<file path="src/rtl/usb_bulkin_arbiter.sv">
`default_nettype none
// ============================================================================
// Module   : usb_bulkin_arbiter
// Purpose  : Packet-level round-robin arbiter that merges two 8-bit AXI4-Stream
//            sources onto the single USB BULK IN endpoint stream. A burst is
//            cut after MAX_PACKET bytes so that neither source can hold the
//            endpoint for longer than one full-size USB packet.
// Revision : 1.0 - initial release
// ============================================================================
module usb_bulkin_arbiter #(
  parameter int MAX_PACKET = 512,
  parameter int CBITS      = 10
) (
  input  logic       clock,
  input  logic       areset_n,
  input  logic       enable_i,
  // source 0
  input  logic       s0_tvalid,
  output logic       s0_tready,
  input  logic       s0_tlast,
  input  logic [7:0] s0_tdata,
  // source 1
  input  logic       s1_tvalid,
  output logic       s1_tready,
  input  logic       s1_tlast,
  input  logic [7:0] s1_tdata,
  // merged stream towards the bulk IN endpoint
  output logic       m_tvalid,
  input  logic       m_tready,
  output logic       m_tlast,
  output logic [7:0] m_tdata,
  // status
  output logic [1:0] grant_o,
  output logic       split_o
);

  // The grant states are encoded one-hot so the state register doubles as
  // the registered grant vector {S1,S0}; IDLE is 2'b00 and 2'b11 is unused.
  typedef enum logic [1:0] {
    ST_IDLE = 2'b00,
    ST_GNT0 = 2'b01,
    ST_GNT1 = 2'b10
  } state_t;

  // Byte index of the final beat allowed in one granted burst.
  localparam logic [CBITS-1:0] c_cut_count = CBITS'(MAX_PACKET - 1);

  state_t           r_state;
  state_t           w_state_next;
  logic [CBITS-1:0] r_count;
  logic [CBITS-1:0] w_count_next;
  // Source served by the most recent packet: 0 = S0, 1 = S1.
  logic             r_last_src;
  logic             w_last_src_next;

  logic             w_sel_last;
  logic             w_cut;
  logic             w_beat;

  // Datapath: combinational mux through the granted source, no added latency.
  always_comb begin
    m_tvalid   = 1'b0;
    m_tdata    = 8'h00;
    s0_tready  = 1'b0;
    s1_tready  = 1'b0;
    w_sel_last = 1'b0;
    case (r_state)
      ST_GNT0: begin
        m_tvalid   = s0_tvalid;
        m_tdata    = s0_tdata;
        w_sel_last = s0_tlast;
        s0_tready  = m_tready;
      end
      ST_GNT1: begin
        m_tvalid   = s1_tvalid;
        m_tdata    = s1_tdata;
        w_sel_last = s1_tlast;
        s1_tready  = m_tready;
      end
      default: begin
        m_tvalid   = 1'b0;
      end
    endcase

    // The burst is forced to end on its MAX_PACKET-th byte; when the source
    // itself was not at end-of-packet, the rest of its data becomes a new
    // packet after re-arbitration and split_o flags the cut beat.
    w_cut   = (r_count == c_cut_count);
    m_tlast = (r_state != ST_IDLE) && (w_sel_last || w_cut);
    w_beat  = m_tvalid && m_tready;
    split_o = w_beat && w_cut && !w_sel_last;
  end

  // Next-state logic: arbitration in IDLE, byte counting while granted.
  always_comb begin
    w_state_next    = r_state;
    w_count_next    = r_count;
    w_last_src_next = r_last_src;
    case (r_state)
      ST_IDLE: begin
        // enable_i only gates new grants; a burst in flight always finishes.
        if (enable_i) begin
          if (s0_tvalid && s1_tvalid) begin
            w_state_next = r_last_src ? ST_GNT0 : ST_GNT1;
          end else if (s0_tvalid) begin
            w_state_next = ST_GNT0;
          end else if (s1_tvalid) begin
            w_state_next = ST_GNT1;
          end
        end
      end
      ST_GNT0, ST_GNT1: begin
        // A source bubble (tvalid low) holds the grant and freezes the count.
        if (w_beat) begin
          if (m_tlast) begin
            // Returning to IDLE guarantees one idle cycle between packets.
            w_state_next    = ST_IDLE;
            w_count_next    = '0;
            w_last_src_next = (r_state == ST_GNT1);
          end else begin
            w_count_next = r_count + CBITS'(1);
          end
        end
      end
      default: begin
        w_state_next = ST_IDLE;
        w_count_next = '0;
      end
    endcase
  end

  // State, byte counter and round-robin history; reset abandons any burst.
  always_ff @(posedge clock or negedge areset_n) begin
    if (!areset_n) begin
      r_state    <= ST_IDLE;
      r_count    <= '0;
      r_last_src <= 1'b1;   // S0 wins the first tie after reset
    end else begin
      r_state    <= w_state_next;
      r_count    <= w_count_next;
      r_last_src <= w_last_src_next;
    end
  end

  assign grant_o = r_state;

endmodule
`default_nettype wire

</file>
<file path="config.mk">
export PLATFORM = sky130hd
export DESIGN_NAME = usb_bulkin_arbiter
export DESIGN_NICKNAME = d
export VERILOG_FILES = /design/src/rtl/usb_bulkin_arbiter.sv
export SDC_FILE = /design/constraint.sdc
export NUM_CORES = 1
export LEC_CHECK = 0
export ABC_AREA = 1
export BUFFER_PORTS_ARGS = -buffer_cell sky130_fd_sc_hd__buf_2
export CAP_MARGIN = 5
export CORE_UTILIZATION = 50
export CTS_BUF_LIST = sky130_fd_sc_hd__clkbuf_8
export CTS_CLUSTER_SIZE = 30
export DETAILED_ROUTE_END_ITERATION = 10
export PLACE_DENSITY = 0.91
export SYNTH_ARGS = -nofsm -noshare
export SYNTH_HDL_FRONTEND = slang
export SYNTH_SLANG_ARGS = --single-unit
</file>
<file path="constraint.sdc">
create_clock -name clock -period 1.9 [get_ports clock]
set_clock_uncertainty 0.15 [all_clocks]
set_input_delay 0 -clock clock [delete_from_list [all_inputs] [get_ports clock]]
set_output_delay 0 -clock clock [all_outputs]
set_load 0.03 [all_outputs]
</file>
; After elaboration in Yosys (flattened, before gate mapping)
; Index checks and enable logic that the tools add are counted.
[classes]
shifts = 0
n_mux = 16
bitwise = 1
n_addsub = 1
n_mul = 0
order_cmp = 0
reduce_logical = 13
n_div = 0
eq_ne = 7
[ops]
columns = operator, count
row1 = $mux W10, 2
row2 = $pmux W10 S2, 1
row3 = $pmux W8 S2, 1
row4 = $mux W2, 7
row5 = $add A10 B1 Y10 const B, 1
row6 = $eq A10 B9 Y1 const B, 1
row7 = $ne A2 B2 Y1 const B, 3
row8 = $logic_and A1 B1 Y1, 5
row9 = $ne A4 B4 Y1 const B, 1
row10 = $pmux W1 S2, 2
row11 = $pmux W2 S2, 1
row12 = $reduce_and A4 Y1, 1
row13 = $reduce_and A3 Y1, 1
row14 = $eq A2 B1 Y1 const B, 1
row15 = $eq A2 B2 Y1 const B, 1
row16 = $logic_not A2 Y1, 1
row17 = $mux W1, 2
row18 = $reduce_and A2 Y1, 1
row19 = $reduce_bool A2 Y1, 1
row20 = $reduce_or A2 Y1, 1
row21 = $logic_not A1 Y1, 1
row22 = $logic_or A1 B1 Y1, 1
row23 = $not A1 Y1, 1
[totals]
register_bits = 13
out_inout_bits = 15
latch_bits = 0
memories = 0
mem_bits_rw = 0
input_bits = 24
romBits = 0

; Longest topological paths before layout
; Gate-level depths: netlist of run 1.
[logic_depth]
ltp_word = 7
ltp_mapped = 12
mapped_depth_nobuf = 11

; Worst setup path after synthesis of run 1
; OpenSTA, ideal clock, no wires.
[synth_timing]
path_type = reg2out
startpoint = register r_state[0], in the netlist grant_o[0]
endpoint = output port split_o
path_buffers = 1
path_stages_with_launch = 6
required_time_ps = 1750
arrival_time_ps = 2090
setup_slack_ps = -340
path_cell_list = dfrtp_1 inv_1 ha_1 buf_2 nand3_1 nor3b_1
[synth_between]
elab_chain_len = 5
[synth_lines]
columns = item, line_no
row1 = start: declaration, 48  ; state_t r_state;
row2 = start signal: assignment, 139  ; r_state <= w_state_next;
row3 = $eq A2 B2 Y1 or $eq A2 B1 Y1 (tied branches), 67  ; case (r_state)
row4 = $pmux W1 S2, 67
row5 = $logic_and A1 B1 Y1, 90  ; w_beat = m_tvalid && m_tready;
row6 = $logic_and A1 B1 Y1, 91  ; split_o = w_beat && w_cut && !w_sel_last;
row7 = $logic_and A1 B1 Y1 *, 91
row8 = end: declaration, 34  ; output logic split_o
; Mark *: on every way between the ends. The rest lies on a longest branch, timed or not.

; Final worst setup path of run 1
[layout_timing]
startpoint = register r_count[0]
endpoint = output port m_tlast
[layout_between]
elab_chain_len = 3
[layout_lines]
columns = item, line_no
row1 = start: declaration, 50  ; logic [CBITS-1:0] r_count;
row2 = start signal: assignment, 140  ; r_count <= w_count_next;
row3 = $eq A10 B9 Y1, 88  ; w_cut = (r_count == c_cut_count);
row4 = $logic_or A1 B1 Y1, 89  ; m_tlast = (r_state != ST_IDLE) && (w_sel_last || w_cut);
row5 = $logic_and A1 B1 Y1, 89
row6 = end: declaration, 30  ; output logic m_tlast,
; No other way between the ends.

==> impl_metrics.env, run 1 <==
export IMPL_vias_per_cell=5.05
export IMPL_row_count=16
export IMPL_place_worst_setup_slack_ns=0.113
export IMPL_die_area_um2=2270
export IMPL_p_seq_share_pct=21.3
export IMPL_ctsRootBufferMaster="clkbuf_8"
export IMPL_synth_distinct_cells=23
export IMPL_max_cap_violations=0
export IMPL_finalCoreUtilization_pct=72.0
export IMPL_synth_edf_count=0
export IMPL_clock_power_share_pct=14.3
export IMPL_ios=39
export IMPL_layout_net_count=234
export IMPL_synth_simple_gate_area_share_pct=42.4
export IMPL_synth_most_common_cell="nand2_1"
export IMPL_worst_skew_pair_late_latency_ns=0.25
export IMPL_clkSlewWorstSetupHoldPaths_ns=0.06
export IMPL_globalRoute_totalOverflow=0
export IMPL_grt_antenna_before_repair=0
export IMPL_final_fill_count=155
export IMPL_synth_compound_area_share_pct=8.90
export IMPL_multi_input_combinational_cell_area_um2=679
export IMPL_initial_core_util_pct=53.0
export IMPL_arrival_ns=1.70
export IMPL_floorplan_die_height_um=47.6
export IMPL_detailed_place_hpwl_mm=1.96
export IMPL_outcome="finished clean"
export IMPL_place_port_buffers=38
export IMPL_cts_htree_levels=1
export IMPL_setup_ws_ns=0.0503
export IMPL_synth_largest_area_cell="dfrtp_1"
export IMPL_achievable_frequency_mhz=541
export IMPL_antenna_cells_inserted=0
export IMPL_worst_pin_slew_ns=0.291
export IMPL_report_final_slew_viol_count=0
export IMPL_yosys_warnings=0
export IMPL_cts_path_max_buffers=2
export IMPL_grt_first_pass_wirelength_mm=3.76
export IMPL_worstSetupPathType="reg2out"
export IMPL_grt_util_all_layers_pct=24.1
export IMPL_antenna_violating_nets_post_route=0
export IMPL_yosys_area_share_adder_pct=4.81
export IMPL_end_kind="output pin"
export IMPL_period_needed_ns=1.85
export IMPL_floorplan_die_width_um=47.6
export IMPL_required_arrival_time_at_the_worst_endpoint_ns=1.75
export IMPL_route_vias_total=1171
export IMPL_wl_per_cell_um=11.8
export IMPL_seqCellArea_um2=328
export IMPL_synthMuxAreaShare_pct=0
export IMPL_dr_pass1_iters=4
export IMPL_worst_r2r_path_depth=9
export IMPL_fin_setup_tns_ns=0
export IMPL_async_reset_ff_share_pct=100
export IMPL_rrSetupSlack_ns=0.12
export IMPL_first_iter_violations=36
export IMPL_post_synth_top_area_fraction_pct=28.9
export IMPL_hold_violations=0
export IMPL_growth_of_design_area_from_synthesis_to_finish_pct=35.9
export IMPL_power_leakage_nw=0.768
export IMPL_comb_power_share_pct=64.5
export IMPL_yosysSeqAreaShare_pct=31.4
export IMPL_cell_internal_pwr_uw=863
export IMPL_ys_top_cells_by_count="nand2_1, inv_1, dfrtp_1"
export IMPL_ir_worst_vdd_mv=1.12
export IMPL_timing_hold_worst_class="in2reg"
export IMPL_gpl_final_weighted_congestion=0.828
export IMPL_drive_above_1_share_pct=34.6
export IMPL_syn_instance_count=160
export IMPL_cts_buffers_inserted=3
export IMPL_synth_fp_nets=188
export IMPL_power_per_cell_area_nw_per_um2=1250
export IMPL_fp_coreArea_um2=1960
export IMPL_clkSinkCount=13
export IMPL_ys_seq_elements=13
export IMPL_first_global_vias=855
export IMPL_hold_path_depth=6
export IMPL_power_share_switching_pct=51.3
export IMPL_clock_tree_from_tritoncts="yes"
export IMPL_startpoint_type="register"
export IMPL_slew_headroom_pct=80.6
export IMPL_routed_wire_length_mm=2.75
export IMPL_yosys_area_share_xor_xnor_pct=3.37
export IMPL_pin_count_of_the_biggest_net_entering_global_routing=14
export IMPL_min_period_over_period_pct=97.4
export IMPL_drt_drc=0
export IMPL_synthFlopType="dfrtp_1"
export IMPL_synth_top_family_by_area="simple AND/OR/NAND/NOR gates"
export IMPL_synth_avg_cell_area_um2=6.50
export IMPL_biggest_area_contributors_in_the_synthesized_netlist="dfrtp_1, nand2_1, inv_1, a21oi_1, ha_1"
export IMPL_crit_fanout=10
export IMPL_setup_viol=0
export IMPL_switching_power_uw=909
export IMPL_cell_area_after_synthesis_um2=1040
path summary, 6_finish.rpt:
| kind | to | start |
|---|---|---|
| min | grant_o[0] | s1_tvalid |
| max | m_tlast | r_count[0] |
| min in group asynchronous | r_count[4] | areset_n |
| min reg2reg | grant_o[1] | grant_o[1] |
| max in group asynchronous | r_last_src | areset_n |
| max reg2reg | r_count[1] | grant_o[1] |
flip-flops by register name (all words and copies together) (netlist names):
register,count
r_count,10
grant_o,2
r_last_src,1
placed cells by master (no fill, tap or decap), types with 2 or more instances in the layout:
cell | netlist | final
a21oi_2 | 2 | 2
buf_4 | 2 | 5
ha_2 | 0 | 2
a21oi_1 | 11 | 11
clkbuf_8 | 0 | 3
o21ai_1 | 2 | 2
ha_4 | 0 | 2
o21ai_0 | 2 | 2
dfrtp_1 | 12 | 11
nand2_2 | 3 | 4
nor2_1 | 11 | 11
nor2_2 | 3 | 2
nand3_1 | 9 | 8
inv_1 | 16 | 15
xor2_1 | 4 | 4
nand2_4 | 2 | 2
inv_2 | 3 | 4
nor3_1 | 2 | 2
nand4_1 | 6 | 6
nand2_1 | 61 | 60
dlygate4sd3_1 | 0 | 2
buf_2 | 1 | 37
power groups by stage:
| stage | sequential [mW] | combinational, mW | clock, mW |
|---|---|---|---|
| final | 0.377 | 1.14 | 0.253 |
| after global routing | 0.381 | 1.25 | 0.264 |
| after CTS | 0.367 | 1.03 | 0.257 |
| after detailed placement | 0.372 | 1.02 | 0 |
| after global placement | 0.366 | 0.990 | 0 |
| after floorplan | 0.395 | 0.717 | 0 |
metrics by stage:
stage | instance area (µm²) | power (mW) | hold WS, ns | cells
4_1_cts | 1360 | 1.66 | 0.0112 | 232
3_3_place_gp | 1290 | 1.36 | -0.256 | 226
6_report | 1410 | 1.77 | 0.00669 | 232
2_1_floorplan | 1050 | 1.11 | -0.446 | 160
3_5_place_dp | 1290 | 1.39 | -0.250 | 226
5_1_grt | 1410 | 1.89 | 0.0494 | 232
critical path, cell delays in order (launching register included):
cell     delay [ns]
dfrtp_1        0.40
ha_2           0.23
inv_1          0.04
nor2_1         0.17
nand3_2        0.15
nand2_2        0.10
nand2_4        0.10
inv_1          0.07
buf_2          0.19
cell families after synthesis:
family / Yosys count
simple gates: 99
buf+inv: 23
compound gates: 17
flops: 13
xor+xnor: 4
fa+ha+maj: 4
timing repair:
action,4_1_cts,5_1_grt
hold buffers,2,0
setup buffers,0,0
gates resized for setup,2,12
endpoints found under the hold margin,15,0
setup endpoints to repair,1,18
layout make-up:
type | count | area share (%)
well taps | 27 | 2.39
clock buffers | 3 | 2.92
flip-flops and latches | 13 | 23.2
clock inverters | 1 | 0.354
repair buffers | 45 | 18.0
multi-input cells | 124 | 48.1
inverters | 19 | 5.05
routing by layer:
layer	vias up	track usage, %	share of wire (%)
met5	-	0	0
met4	0	10.0	1.1
met3	5	3.40	3.5
met2	27	36.7	50
met1	544	34.5	45
li1	595	-	-
Note: power is estimated with default switching activity, not from simulation.
==> run 2: changes to the inputs <==
--- a/config.mk
+++ b/config.mk
@@ -6,13 +6,14 @@
 export NUM_CORES = 1
 export LEC_CHECK = 0
 export ABC_AREA = 1
+export ABC_CLOCK_PERIOD_IN_PS = 1900
 export BUFFER_PORTS_ARGS = -buffer_cell sky130_fd_sc_hd__buf_2
 export CAP_MARGIN = 5
-export CORE_UTILIZATION = 50
+export CORE_UTILIZATION = 39
 export CTS_BUF_LIST = sky130_fd_sc_hd__clkbuf_8
 export CTS_CLUSTER_SIZE = 30
 export DETAILED_ROUTE_END_ITERATION = 10
-export PLACE_DENSITY = 0.91
+export PLACE_DENSITY = 0.76
 export SYNTH_ARGS = -nofsm -noshare
 export SYNTH_HDL_FRONTEND = slang
 export SYNTH_SLANG_ARGS = --single-unit
==> impl_metrics.env, run 2 (synthesis results as in run 1) <==
export IMPL_outcome="finished clean"
export IMPL_power_leakage_nw=0.786
export IMPL_timing_hold_worst_class="in2async"
export IMPL_cts_path_max_buffers=2
export IMPL_setup_viol=0
export IMPL_grt_first_pass_wirelength_mm=3.94
export IMPL_cts_htree_levels=1
export IMPL_globalRoute_totalOverflow=0
export IMPL_grt_util_all_layers_pct=18.3
export IMPL_first_iter_violations=48
export IMPL_row_count=18
export IMPL_required_arrival_time_at_the_worst_endpoint_ns=1.92
export IMPL_rr_endpoint="r_count[0]"
export IMPL_antenna_cells_inserted=0
export IMPL_gpl_final_weighted_congestion=0.876
export IMPL_final_fill_count=231
export IMPL_pin_count_of_the_biggest_net_entering_global_routing=14
export IMPL_ir_worst_vdd_mv=1.20
export IMPL_cts_buffers_inserted=3
export IMPL_ctsRootBufferMaster="clkbuf_8"
export IMPL_max_cap_violations=0
export IMPL_drive_above_1_share_pct=34.9
export IMPL_p_total_mw=1.76
export IMPL_drt_drc=0
export IMPL_end_kind="register"
export IMPL_report_final_slew_viol_count=0
export IMPL_antenna_violating_nets_post_route=0
export IMPL_wl_per_cell_um=11.1
export IMPL_grt_antenna_before_repair=0
export IMPL_clkSlewWorstSetupHoldPaths_ns=0.06
export IMPL_place_port_buffers=38
export IMPL_arrival_ns=1.81
export IMPL_first_global_vias=925
export IMPL_die_area_um2=2880
export IMPL_worstSetupPathType="reg2reg"
export IMPL_detailed_place_hpwl_mm=1.94
export IMPL_largest_register="r_count"
export IMPL_finalCoreUtilization_pct=56.8
export IMPL_crit_fanout=8
export IMPL_routed_wire_length_mm=2.65
export IMPL_startpoint_type="register"
export IMPL_vias_per_cell=4.77
export IMPL_hold_violations=0
export IMPL_achievable_frequency_mhz=558
export IMPL_initial_core_util_pct=41.6
export IMPL_growth_of_design_area_from_synthesis_to_finish_pct=36.5
export IMPL_hold_ws_ns=0.0210
export IMPL_slew_headroom_pct=80.5
export IMPL_largest_reg_flops=10
export IMPL_floorplan_die_width_um=53.6
export IMPL_clkSinkCount=13
export IMPL_worst_skew_pair_late_latency_ns=0.24
export IMPL_clock_tree_from_tritoncts="yes"
export IMPL_route_vias_total=1139
export IMPL_worst_r2r_path_depth=9
export IMPL_final_common_cell="nand2_1"
export IMPL_floorplan_die_height_um=53.6
export IMPL_period_needed_ns=1.79
export IMPL_layout_common_cells="nand2_1, buf_2, inv_1"
export IMPL_rrSetupSlack_ns=0.11
export IMPL_power_per_cell_area_nw_per_um2=1240
export IMPL_regToRegStartpoint="grant_o[1]"
export IMPL_fp_coreArea_um2=2500
export IMPL_ios=39
export IMPL_layout_net_count=238
export IMPL_worst_pin_slew_ns=0.293
export IMPL_dr_pass1_iters=5
export IMPL_min_period_over_period_pct=94.4
## run 2: layout make-up
cell class / instances / area (µm²) / area share [%]
well taps: 30 / 37.5 / 2.65
inverters: 19 / 71.3 / 5.03
clock inverters: 1 / 5.00 / 0.353
repair buffers: 49 / 283 / 19.9
clock buffers: 3 / 41.3 / 2.91
multi-input cells: 124 / 654 / 46.1
flip-flops and latches: 13 / 327 / 23.0
## run 2: routing by layer
layer	track usage [%]	up-vias	wire [µm]
li1	-	603	-
met1	26.3	512	1230
met2	29.4	22	1310
met3	1.98	2	91
met4	3.95	0	15
met5	0	-	0
## run 2: critical path, stage by stage (launching register included)
cell and delay (ns):
dfrtp_1 0.40, inv_1 0.12, ha_2 0.20, nand2_1 0.07
nand2_1 0.11, a21oi_2 0.08, nor2_2 0.19, buf_4 0.20
nand2_1 0.06, o21ai_1 0.14
## run 2: report_power, final
part	internal, mW	switching [mW]
sequential	0.327	0.0382
combinational	0.411	0.728
clock	0.145	0.107
## run 2: how the worst max path moves through the flow
stage                             to  startpoint  cells after the start  slack (ns)
after floorplan           r_count[8]  grant_o[0]                      9     -0.0007
after global placement    r_count[1]  grant_o[1]                      9        0.18
after detailed placement  r_count[0]  grant_o[0]                      8        0.13
after CTS                    m_tlast  grant_o[1]                      7        0.03
after global routing      r_count[0]  grant_o[1]                      9       -0.02
final                     r_count[0]  grant_o[1]                      9        0.11
## run 2: timing repair
action,in CTS,in global routing
buffers inserted,0,3
setup endpoints to repair,1,10
hold buffers,2,0
pin swaps,0,0
gates resized for setup,1,9
endpoints found under the hold margin,15,0
## run 2: metrics by stage
stage | instances | instance area, µm² | setup slack (ns) | TNS (ns)
2_1_floorplan | 160 | 1050 | -0.000690 | -0.000690
3_3_place_gp | 230 | 1300 | 0.182 | 0
3_5_place_dp | 230 | 1300 | 0.134 | 0
4_1_cts | 236 | 1370 | 0.0259 | 0
5_1_grt | 239 | 1420 | -0.0249 | -0.0984
6_report | 239 | 1420 | 0.106 | 0
